File: config.mk
export PLATFORM = sky130hd
export DESIGN_NAME = dmem_port_arbiter
export DESIGN_NICKNAME = d
export VERILOG_FILES = /design/src/rtl/dmem_port_arbiter.sv
export SDC_FILE = /design/constraint.sdc
export NUM_CORES = 1
export LEC_CHECK = 0
export CAP_MARGIN = 5
export CORE_AREA = 2 2 104 106
export DETAILED_ROUTE_END_ITERATION = 8
export DIE_AREA = 0 0 106 108
export PLACE_DENSITY_LB_ADDON = 0.12
export SLEW_MARGIN = 20
export SYNTH_ARGS = -nofsm -noshare
export SYNTH_HDL_FRONTEND = slang
export SYNTH_SLANG_ARGS = --single-unit
File: constraint.sdc
create_clock -name clk -period 2.3 [get_ports clk]
set_input_delay 0.46 -clock clk [delete_from_list [all_inputs] [get_ports clk]]
set_output_delay 0.46 -clock clk [all_outputs]
set_load 0.01 [all_outputs]
File: src/rtl/dmem_port_arbiter.sv
// Shares data_mem between the CPU load/store path and a host port; host granted >=1 cycle after host_req, CPU stalled
// while the host owns the port, CPU forcibly stalled after MAX_WAIT blocked cycles. Optional host bursts: DMEM_HOST_BURST_EN.
module dmem_port_arbiter #(
  parameter int MAX_WAIT  = 8,
  parameter int BURST_LEN = 4
) (
  input  logic        clk,
  input  logic        reset,
  input  logic        cpu_active,
  input  logic        cpu_we,
  input  logic [31:0] cpu_adr,
  input  logic [31:0] cpu_wdata,
  input  logic [2:0]  cpu_funct3,
  output logic        cpu_stall,
  input  logic        host_req,
  input  logic        host_we,
  input  logic [31:0] host_adr,
  input  logic [31:0] host_wdata,
  output logic        host_gnt,
  output logic        host_rvalid,
  output logic [31:0] host_rdata,
  output logic        mem_we,
  output logic [31:0] mem_adr,
  output logic [31:0] mem_wdata,
  output logic [2:0]  mem_funct3,
  input  logic [31:0] mem_rdata
);

  localparam int WaitW = (MAX_WAIT > 1) ? $clog2(MAX_WAIT) : 1;
  localparam logic [WaitW-1:0] WaitMax = WaitW'(MAX_WAIT - 1);
  localparam logic [2:0] WordFunct3 = 3'b010;

  if (MAX_WAIT < 1 || BURST_LEN < 1) begin : gBadParams
    $error("dmem_port_arbiter: MAX_WAIT and BURST_LEN must both be >= 1");
  end

  typedef enum logic {CPU_OWN = 1'b0, HOST_OWN = 1'b1} arbState_t;

  arbState_t        state;
  arbState_t        stateNxt;
  logic [WaitW-1:0] waitCnt;
  logic             hostAcc;
  logic             hostLast;

  // An access is accepted in any HOST_OWN cycle where the host still requests.
  assign hostAcc = (state == HOST_OWN) && host_req;

`ifdef DMEM_HOST_BURST_EN
  localparam int BurstW = (BURST_LEN > 1) ? $clog2(BURST_LEN) : 1;
  logic [BurstW-1:0] burstCnt;

  assign hostLast = (burstCnt == BurstW'(BURST_LEN - 1));

  always_ff @(posedge clk or negedge reset) begin
    if (!reset) begin
      burstCnt <= '0;
    end else if (stateNxt != HOST_OWN) begin
      burstCnt <= '0;
    end else if (hostAcc) begin
      burstCnt <= burstCnt + 1'b1;
    end
  end
`else
  assign hostLast = 1'b1;
`endif

  always_ff @(posedge clk or negedge reset) begin
    if (!reset) begin
      state <= CPU_OWN;
    end else begin
      state <= stateNxt;
    end
  end

  always_comb begin
    stateNxt = state;
    case (state)
      CPU_OWN:  if (host_req && (!cpu_active || waitCnt == WaitMax)) stateNxt = HOST_OWN;
      HOST_OWN: if (!host_req || hostLast) stateNxt = CPU_OWN;
      default:  stateNxt = CPU_OWN;
    endcase
  end

  always_comb begin
    cpu_stall  = 1'b0;
    mem_we     = cpu_we & cpu_active;
    mem_adr    = cpu_adr;
    mem_wdata  = cpu_wdata;
    mem_funct3 = cpu_funct3;
    if (state == HOST_OWN) begin
      cpu_stall  = cpu_active;
      mem_we     = host_req & host_we;
      mem_adr    = host_adr;
      mem_wdata  = host_wdata;
      mem_funct3 = WordFunct3;
    end
  end

  // State is a single flop, so the grant is glitch-free straight off it.
  assign host_gnt = (state == HOST_OWN);

  // Counts cycles a pending host request loses to the CPU; saturates at the forcing point.
  always_ff @(posedge clk or negedge reset) begin
    if (!reset) begin
      waitCnt <= '0;
    end else if (state != CPU_OWN || !host_req || stateNxt == HOST_OWN) begin
      waitCnt <= '0;
    end else if (cpu_active && waitCnt != WaitMax) begin
      waitCnt <= waitCnt + 1'b1;
    end
  end

  always_ff @(posedge clk or negedge reset) begin
    if (!reset) begin
      host_rvalid <= 1'b0;
      host_rdata  <= '0;
    end else begin
      host_rvalid <= hostAcc & ~host_we;
      if (hostAcc && !host_we) host_rdata <= mem_rdata;
    end
  end

endmodule

==> impl_metrics.toml <==
[synthesis]
netlist_top_cells_count = "67 x mux2_2, 37 x dfrtp_1, 29 x mux2_4"
synth_top_area_frac = 0.399
yosysSeqAreaShare = 0.399
ys_types = 17
synth_area_um2 = 2320
synth-seq-cells = 37
syn-num-nets = 332
yosys_warnings = 0
synth_most_common_cell = "mux2_2"
postSynthAreaPerCell_um2 = 14.4
synth_top_cell_by_area = "dfrtp_1"
yosys-top-cells-area = "dfrtp_1 40%, mux2_2 32%, mux2_4 19%"
synth_edf_count = 0
ys.flop_type = "dfrtp_1"
ys_async_sr_fraction = 1.00
synthCells = 161

[pwr]
switchingPower_mw = 0.694
power.share.clock = 0.209
vdd_drop_max_mv = 0.315
power_leakage_nw = 2.57
swShare = 0.258
report.power.total_mw = 2.69
comb_power_share = 0.466
p_per_area_nw_per_um2 = 496
seqPwrFrac = 0.325
p_int_mw = 1.99

[outcome]
status = "finished clean"

[clocking]
root_buffer = "clkbuf_8"
tritoncts = "done"
numCtsBuffers = 5
postCtsSetupBuffers = 0
insertion_delay_ps = 280
cts.clk_slew.worst_paths_ps = 80
cts_max_level = 2
clk_path_buf_depth = 2
cts_sinks = 37

[placement]
dp_hpwl_um = 8360
place.gp.congestion = 0.836
post-place-ws_ps = 37.7
placedCellCount = 561
io_buffers = 271

[finish]
fin_nets = 604
fillers = 912
area_delta_synth_final_pct = 133
drive_above_1_share = 0.260
n_antenna_cell = 0
final_cells = 570

[floorplanning]
core_region_area_um2 = 10200
initial_core_util = 0.227
ios = 272
dieWidth_um = 106
dieArea_um2 = 11400
rows = 37
die_y_um = 108

[grt]
grt_pass1_wl_um = 14800
grt_max_degree = 45
grt.busiest_layer = "met2"
first_global_vias = 2544
met2_usage = 0.311
grt.overflow.total = 0
met3_usage = 0.0446
antenna_found_initial = 0
track_usage = 0.170
gr-usage-met1 = 0.202

[setup_path]
critPathBufInv = 2
arrival_ps = 1790
critPathRequiredTime_ps = 1840
cp_cell_sequence = "buf_12 > mux2_2 > clkdlybuf4s50_1"
cp_top_family = "buffers and inverters"
crit_type = "reg2out"
end_kind = "primary output"
cp-start-kind = "flip-flop"
crit_slowest_cell = "clkdlybuf4s50_1"
slowest_delay_ps = 480
crit_path_max_fanout = 30

[drt]
drtIter0Drc = 49
drc = 0
drt_wl_total_um = 10300
num_vias = 2369
drt_pre_antenna_iters = 4
wl_per_cell_um = 18.1
via_per_inst = 4.16
ant_nets = 0

[sta]
slew-limit-headroom = 0.466
period_share = 0.977
fin_crit_ps = 2250
setup_violations = 0
fin_ws_ps = 53.6
hold_viol_final = 0
skew_ps = 9.14
maxSlewViolCount = 0
clock.fmax_mhz = 445
worst_pin_slew_ps = 802

[hold_path]
hold_class = "in2async"

[flow_run]
maxCapViolations = 0
-- logic make-up after synthesis --
logic type               synth area share
AND/OR/NAND/NOR                    0.0415
AO/OA/AOI/OAI                     0.00215
flip-flops                          0.399
buffers and inverters              0.0345
adder cells (fa/ha/maj)            0.0108
multiplexers                        0.512
-- per-stage QoR --
step	hold slack [ps]	utilization	setup TNS [ps]	instance area [µm²]
6_report	255	0.530	0	5420
5_1_grt	321	0.530	-14.1	5420
4_1_cts	285	0.518	0	5300
3_5_place_dp	429	0.508	0	5190
3_3_place_gp	424	0.508	0	5190
2_1_floorplan	164	-	0	2320
-- worst reg2reg max path, stage by stage (launching register included) --
cell	delay, ps
dfrtp_2	470
buf_12	190
nand3b_4	110
buf_12	230
mux2_2	390
-- final timing paths --
kind | startpoint | endpoint | slack [ps] | cells after the start
max | host_gnt | mem_adr[24] | 50 | 3
min | reset | host_rdata[10] | 260 | 1
max reg2reg | host_gnt | host_rdata[2] | 810 | 4
min reg2reg | waitCnt[0] | waitCnt[0] | 440 | 1
max in group asynchronous | reset | host_gnt | 1470 | 1
min in group clk | waitCnt[0] | waitCnt[0] | 440 | 1
-- flip-flops by register name, indices dropped and copies added, names as in the netlist --
name	cells
waitCnt	3
host_rdata	32
host_rvalid	1
host_gnt	1
-- cell usage in the layout, fill, tap and decap left out --
cell	count
buf_2	1
o21ai_0	1
clkbuf_8	5
dfrtp_1	36
or2_2	1
ha_1	2
inv_1	1
mux2_4	29
nand2_1	1
nor3b_1	1
mux2_2	67
buf_4	1
dlymetal6s2s_1	37
nor4bb_1	1
nand3b_4	1
nand3_1	1
clkinv_2	1
and2_1	3
clkdlybuf4s50_1	231
dfrtp_2	1
buf_12	3
inv_6	1
clkbuf_16	1
bufinv_16	1
dlygate4sd2_1	2
nor2b_1	4
-- power by group through the flow --
stage | clock (mW) | sequential [mW] | combinational, mW
finish | 0.560 | 0.873 | 1.25
CTS | 0.579 | 0.874 | 1.28
global placement | 0 | 0.882 | 1.27
detailed placement | 0 | 0.877 | 1.28
floorplan | 0 | 0.936 | 0.389
global route | 0.615 | 0.892 | 1.32
-- routing by layer --
| layer | up-vias | routed length (µm) |
|---|---|---|
| li1 | 1123 | - |
| met1 | 1120 | 4200 |
| met2 | 120 | 5370 |
| met3 | 6 | 684 |
| met4 | 0 | 75 |
| met5 | - | 0 |
-- final cells by class --
type	instances	area, µm²	area share
clock buffers	5	68.8	0.0127
clock inverters	3	43.8	0.00808
inverters	1	3.75	0.000693
multi-input cells	112	1320	0.243
flip-flops and latches	37	927	0.171
well taps	136	170	0.0314
repair buffers	276	2890	0.533
-- repair_timing --
item | CTS | global route
resized for setup | 2 | 37
setup endpoints to repair | 2 | 38
cloned | 0 | 1
hold buffers | 0 | 0
endpoints found under the hold margin | 0 | 0
Power figures use the tool's default switching activity.
